--- config.mk ---
export PLATFORM = sky130hd
export DESIGN_NAME = vec_unpacker_flat
export DESIGN_NICKNAME = d
export VERILOG_FILES = /design/src/rtl/simd_pkg.sv /design/src/rtl/vec_unpacker_if.sv /design/src/rtl/vec_lane_mux.sv /design/src/rtl/vec_unpacker.sv /design/src/flat_wrapper.sv
export SDC_FILE = /design/constraint.sdc
export NUM_CORES = 1
export LEC_CHECK = 0
export BUFFER_PORTS_ARGS = -buffer_cell sky130_fd_sc_hd__buf_2
export CAP_MARGIN = 20
export CORE_AREA = 2 2 161 163
export CTS_CLUSTER_DIAMETER = 120
export DETAILED_ROUTE_END_ITERATION = 12
export DIE_AREA = 0 0 163 165
export PLACE_DENSITY = 0.71
export REMOVE_ABC_BUFFERS = 1
export SYNTH_ARGS = -nofsm -noshare
export SYNTH_HDL_FRONTEND = slang
export SYNTH_SLANG_ARGS = --single-unit
--- constraint.sdc ---
create_clock -name i_clk -period 4.42 [get_ports i_clk]
set_input_delay 0.884 -clock i_clk [delete_from_list [all_inputs] [get_ports i_clk]]
set_output_delay 0.884 -clock i_clk [all_outputs]
set_load 0.05 [all_outputs]
--- src/rtl/simd_pkg.sv ---
// Shared SIMD vector types for the vector fifo unpacker.
// Lane geometry defaults and the unpacker state encoding.
package simd_pkg;

  localparam int VEC_WIDTH = 248;
  localparam int LANE_W = 31;
  localparam int NUM_LANES = VEC_WIDTH / LANE_W;
  localparam int LANE_IDX_W =
    (NUM_LANES > 1) ? $clog2(NUM_LANES) : 1;

  typedef logic [LANE_IDX_W-1:0] lane_idx_t;

  typedef enum logic {
    IDLE,
    STREAM
  } unpack_state_t;

endpackage

--- src/rtl/vec_unpacker_if.sv ---
// Fifo-head and element-stream bundle for vec_unpacker.
// slave = unpacker side, master = fifo/dispatch side.
interface vec_unpacker_if #(
  parameter int WIDTH = 248,
  parameter int LANE_W = 31
);

  logic [WIDTH-1:0]  fifo_data;
  logic              fifo_empty;
  logic              fifo_read;
  logic [LANE_W-1:0] elem_data;
  logic              elem_valid;
  logic              elem_ready;
  logic              elem_last;

  modport slave (
    input  fifo_data,
    input  fifo_empty,
    output fifo_read,
    output elem_data,
    output elem_valid,
    input  elem_ready,
    output elem_last
  );

  modport master (
    output fifo_data,
    output fifo_empty,
    input  fifo_read,
    input  elem_data,
    input  elem_valid,
    output elem_ready,
    input  elem_last
  );

endinterface

--- src/rtl/vec_lane_mux.sv ---
// Combinational lane select: picks element idx_i
// out of a packed vector word, lane 0 in the LSBs.
module vec_lane_mux #(
  parameter int WIDTH = 248,
  parameter int LANE_W = 31,
  parameter int IDX_W = 3
) (
  input  logic [WIDTH-1:0]  word_i,
  input  logic [IDX_W-1:0]  idx_i,
  output logic [LANE_W-1:0] elem_o
);

  localparam int NL = WIDTH / LANE_W;

  logic [LANE_W-1:0] lanes [NL];

  for (genvar k = 0; k < NL; k++) begin : g_lane
    assign lanes[k] = word_i[k*LANE_W +: LANE_W];
  end

  assign elem_o = lanes[idx_i];

endmodule

--- src/rtl/vec_unpacker.sv ---
// Pops vector words from a show-ahead fifo and streams their lanes.
// Optional counters: define VEC_UNPACK_STATS_EN.
module vec_unpacker
  import simd_pkg::*;
#(
  parameter int WIDTH = VEC_WIDTH,
  parameter int LANE_W = simd_pkg::LANE_W
) (
  input  logic  i_clk,
  input  logic  i_rstn,
  vec_unpacker_if.slave bus,
  input  logic  i_flush,
  output logic  o_busy
`ifdef VEC_UNPACK_STATS_EN
  ,
  output logic [31:0] o_words_popped,
  output logic [31:0] o_elems_sent
`endif
);

  localparam int NL = WIDTH / LANE_W;
  localparam int IDX_W = (NL > 1) ? $clog2(NL) : 1;

  if (WIDTH % LANE_W != 0) begin : g_bad_geom
    $error("vec_unpacker: WIDTH must be a multiple of LANE_W");
  end

  unpack_state_t     state_q;
  logic [IDX_W-1:0]  lane_q;
  logic [WIDTH-1:0]  hold_q;

  logic valid;
  logic last;
  logic xfer;
  logic pop;

  assign valid = (state_q == STREAM);
  assign last = (lane_q == IDX_W'(NL - 1));
  assign xfer = valid & bus.elem_ready;
  // Reload on the last-lane transfer keeps the stream bubble-free.
  assign pop = i_rstn & ~i_flush & ~bus.fifo_empty &
               (~valid | (xfer & last));

  always_ff @(posedge i_clk or negedge i_rstn) begin
    if (!i_rstn) begin
      state_q <= IDLE;
      lane_q <= '0;
      hold_q <= '0;
    end else if (i_flush) begin
      state_q <= IDLE;
      lane_q <= '0;
    end else if (pop) begin
      state_q <= STREAM;
      lane_q <= '0;
      hold_q <= bus.fifo_data;
    end else if (xfer) begin
      if (last) begin
        state_q <= IDLE;
        lane_q <= '0;
      end else begin
        lane_q <= lane_q + IDX_W'(1);
      end
    end
  end

  vec_lane_mux #(
    .WIDTH (WIDTH),
    .LANE_W(LANE_W),
    .IDX_W (IDX_W)
  ) u_mux (
    .word_i(hold_q),
    .idx_i (lane_q),
    .elem_o(bus.elem_data)
  );

  assign bus.fifo_read = pop;
  assign bus.elem_valid = valid;
  assign bus.elem_last = valid & last;
  assign o_busy = valid;

`ifdef VEC_UNPACK_STATS_EN
  logic [31:0] words_q;
  logic [31:0] elems_q;

  always_ff @(posedge i_clk or negedge i_rstn) begin
    if (!i_rstn) begin
      words_q <= '0;
      elems_q <= '0;
    end else begin
      if (pop) words_q <= words_q + 32'd1;
      if (xfer) elems_q <= elems_q + 32'd1;
    end
  end

  assign o_words_popped = words_q;
  assign o_elems_sent = elems_q;
`endif

endmodule
--- src/flat_wrapper.sv ---
// flat-port wrapper written by rule: the top's interface ports become plain ports
module vec_unpacker_flat import simd_pkg::*;
#(
  parameter int WIDTH = VEC_WIDTH,
  parameter int LANE_W = simd_pkg::LANE_W
)
  (i_clk, i_rstn, i_flush, o_busy, bus_fifo_data, bus_fifo_empty, bus_fifo_read, bus_elem_data, bus_elem_valid, bus_elem_ready, bus_elem_last);
  vec_unpacker_if #(.WIDTH(WIDTH), .LANE_W(LANE_W)) bus_i ();
  input  logic i_clk;
  input  logic i_rstn;
  input  logic i_flush;
  output logic o_busy;
  input wire logic [$bits(bus_i.fifo_data)-1:0] bus_fifo_data;
  input wire logic [$bits(bus_i.fifo_empty)-1:0] bus_fifo_empty;
  output wire logic [$bits(bus_i.fifo_read)-1:0] bus_fifo_read;
  output wire logic [$bits(bus_i.elem_data)-1:0] bus_elem_data;
  output wire logic [$bits(bus_i.elem_valid)-1:0] bus_elem_valid;
  input wire logic [$bits(bus_i.elem_ready)-1:0] bus_elem_ready;
  output wire logic [$bits(bus_i.elem_last)-1:0] bus_elem_last;
  assign bus_i.fifo_data = bus_fifo_data;
  assign bus_i.fifo_empty = bus_fifo_empty;
  assign bus_fifo_read = bus_i.fifo_read;
  assign bus_elem_data = bus_i.elem_data;
  assign bus_elem_valid = bus_i.elem_valid;
  assign bus_i.elem_ready = bus_elem_ready;
  assign bus_elem_last = bus_i.elem_last;
  vec_unpacker #(.WIDTH(WIDTH), .LANE_W(LANE_W)) u_core (.i_clk(i_clk), .i_rstn(i_rstn), .bus(bus_i), .i_flush(i_flush), .o_busy(o_busy));
endmodule
==> results.cfg <==
[yosys]
post_synth_instance_area_sq_um = 11200
synth_simple_gate_area_share_pct = 0.468
synth_top_family_by_area = multiplexers
post_synth_xor_area_fraction_pct = 0
synthesis.yosys.warnings = 0
synth_cell_types = 17
synth.yosys.seq_area_share_pct = 56.1
synth_compound_area_share_pct = 0.201
yosys_register_bits = 252
synth_adder_area_share_pct = 0.223
syn_area_per_cell_sq_um = 17.1
synth_cells = 656
muxShareOfSynthArea_pct = 40.6

[die]
die_h_microns = 165
ios = 288
rows = 58
dieWidth_microns = 163
initial_utilization_pct = 44.9
core_area_sq_um = 25000
die_area_sq_um = 26900

[global_routing]
grt_max_degree = 161
via_count_of_the_first_global_routing_pass = 7219
gr-total-overflow = 0
grt.total_usage_pct = 17.9
antenna_violations_before_repair = 13
global_route_wire_length_before_repair_mm = 37.9

[drt]
drc = 0
ant_nets = 0
avgRoutedWirePerCell_microns = 18.6
via_density_per_instance = 5.17
vias_after_detailed_routing = 6682
detail_route.wirelength_mm = 24.0
detail_route.iter0.violations = 282
drt-pass1-iter-count = 4

[power]
power.share.sequential_pct = 46.8
power_switching_mw = 1.75
worst_ir_drop_vdd_uv = 393
power.combinational.fraction_pct = 19.5
swShare_pct = 26.9
cell_internal_pwr_mw = 4.78
power_per_cell_area_nw_per_um2 = 472
clock_power_share_pct = 33.6
leakage_nw = 6.12

[placement]
detailed_place.area_sq_um = 13000
buffers_added_on_ports = 287
globalplace.congestion = 0.732
hpwl_mm = 16.2
numPlacedInstances = 1236

[clocking]
clock_sink_count = 252
cts_max_level = 1
setup_repair_bufs_after_cts = 0
cts.clk_slew.worst_paths_ns = 0.06
clk_path_buf_depth = 3
cts_repair_resize_count = 0
cts_root_buffer = clkbuf_16
cts_inserted_buffers = 29
hold_bufs_inserted_after_cts = 0
cts_tree = yes
worstSkewPairLatency_ns = 0.54

[critical_path]
cp.buffers_inverters = 2
worstRegToRegCells = 6
path_max_fanout = 30
end_kind = output pin
crit_path_max_incr_delay_ns = 0.84
top_delay_family_on_crit_path = flip-flops
setup.worst_path.class = reg -> out
worstPathRequired_ns = 3.54
crit_arrival_ns = 2.75
crit_cells = 4
cp_cell_sequence = buf_12 -> mux4_2 -> mux2_2 -> buf_2
start_kind = register
cpMaxStageDelayCell = dfrtp_4

[sta]
totalNegativeSetupSlack_ns = 0
post-route-min-period_ns = 3.64
setup_repair_after_global_routing_missed_its_margin = no
timing_max_transition_violations_final = 0
report.final.hold_viol_count = 0
period_share_pct = 82.3
worst_slew_pin_slew_ns = 0.895
timing.hold.ws_ns = 0.209
max_freq_mhz = 275
setup_viol = 0
finalClockSkew_ns = 0.0156
slew_headroom_pct = 40.3

[status]
run_status = completed

[finish]
fillers = 2023
final-instance-count-excl-fill = 1292
drive_above_1_share_pct = 54.2
mostFrequentLayoutCell = buf_2
layout_common_cells = buf_2, dfrtp_1, mux2_1, mux2_2, mux4_2
post_route_cell_area_sq_um = 13800
final_net_count = 1192
syn_to_final_growth_pct = 23.3

[worst_hold_path]
worst_min_delay_path_category = in -> async

[run]
maxCapViolCount = 0
[layout make-up]
cell class	instances	area, sq um	area share, %
tap	330	413	2.98
clock inverter	10	56.3	0.407
clock buffer	41	821	5.93
multi-input combinational	358	4670	33.7
antenna	5	12.5	0.0904
timing repair buffer	296	1560	11.3
sequential	252	6310	45.6
[layer usage]
layer  track usage [%]  wire [microns]
met4              3.58             378
met5                 0             107
met1              22.5            9920
met3              7.28            2190
met2              29.6           11400
[synth_stat cells]
master | count | area [sq um]
mux2_1 | 166 | 1870
nor3_1 | 3 | 15.0
dfrtp_1 | 252 | 6310
mux2_2 | 113 | 1270
buf_2 | 15 | 75.1
clkbuf_1 | 11 | 41.3
mux2i_1 | 2 | 20.0
ha_1 | 2 | 25.0
nor2_1 | 1 | 3.75
mux4_2 | 62 | 1400
nand2_1 | 3 | 11.3
a21oi_1 | 2 | 10.0
nand2b_1 | 1 | 6.26
and4b_1 | 1 | 10.0
buf_4 | 20 | 150
a211oi_2 | 1 | 12.5
and2_1 | 1 | 6.26
[sequential cells by signal (all words and copies together) (netlist names)]
name,cells
u_core.hold_q,248
u_core.lane_q,3
u_core.bus.elem_valid,1
[logic make-up (layout without fill, tap and decap cells)]
kind of cell | count (synthesis) | count (layout)
buf+inv | 46 | 347
simple gates | 10 | 10
compound gates | 3 | 3
fa+ha+maj | 2 | 2
flops | 252 | 252
other cells | 0 | 5
mux | 343 | 343
[worst register-to-register path: stages, from the launching register on]
cell and delay (ns):
dfrtp_4 0.84, ha_1 0.26, ha_1 0.20, nand2_1 0.12, a211oi_4 0.38, buf_12 0.65, mux2_2 0.57
[path summary, 6_finish.rpt]
kind,startpoint,to,slack (ns)
hold / removal,i_rstn,u_core.hold_q[71],0.21
min in group i_clk,u_core.hold_q[207],u_core.hold_q[207],0.48
max in group asynchronous,i_rstn,u_core.hold_q[82],3.02
setup reg to reg,u_core.lane_q[0],u_core.hold_q[231],1.30
setup / recovery,u_core.lane_q[0],bus_elem_data[2],0.78
hold reg to reg,u_core.hold_q[207],u_core.hold_q[207],0.48
[stage by stage]
stage	power [mW]	util (%)	setup WS, ns
global route	6.87	55.3	0.596
CTS	6.62	55.2	0.692
detailed placement	4.39	51.7	1.27
global placement	4.33	51.7	1.28
floorplan	4.01	-	-10.90
finish	6.53	55.3	0.781
[power groups by stage]
stage          logic, mW  clock network, mW  registers (mW)
2_1_floorplan      0.995                  0            3.01
3_3_place_gp        1.25                  0            3.08
3_5_place_dp        1.29                  0            3.10
4_1_cts             1.30               2.26            3.06
5_1_grt             1.38               2.37            3.12
6_report            1.28               2.20            3.06
Power figures use the tool's default switching activity.
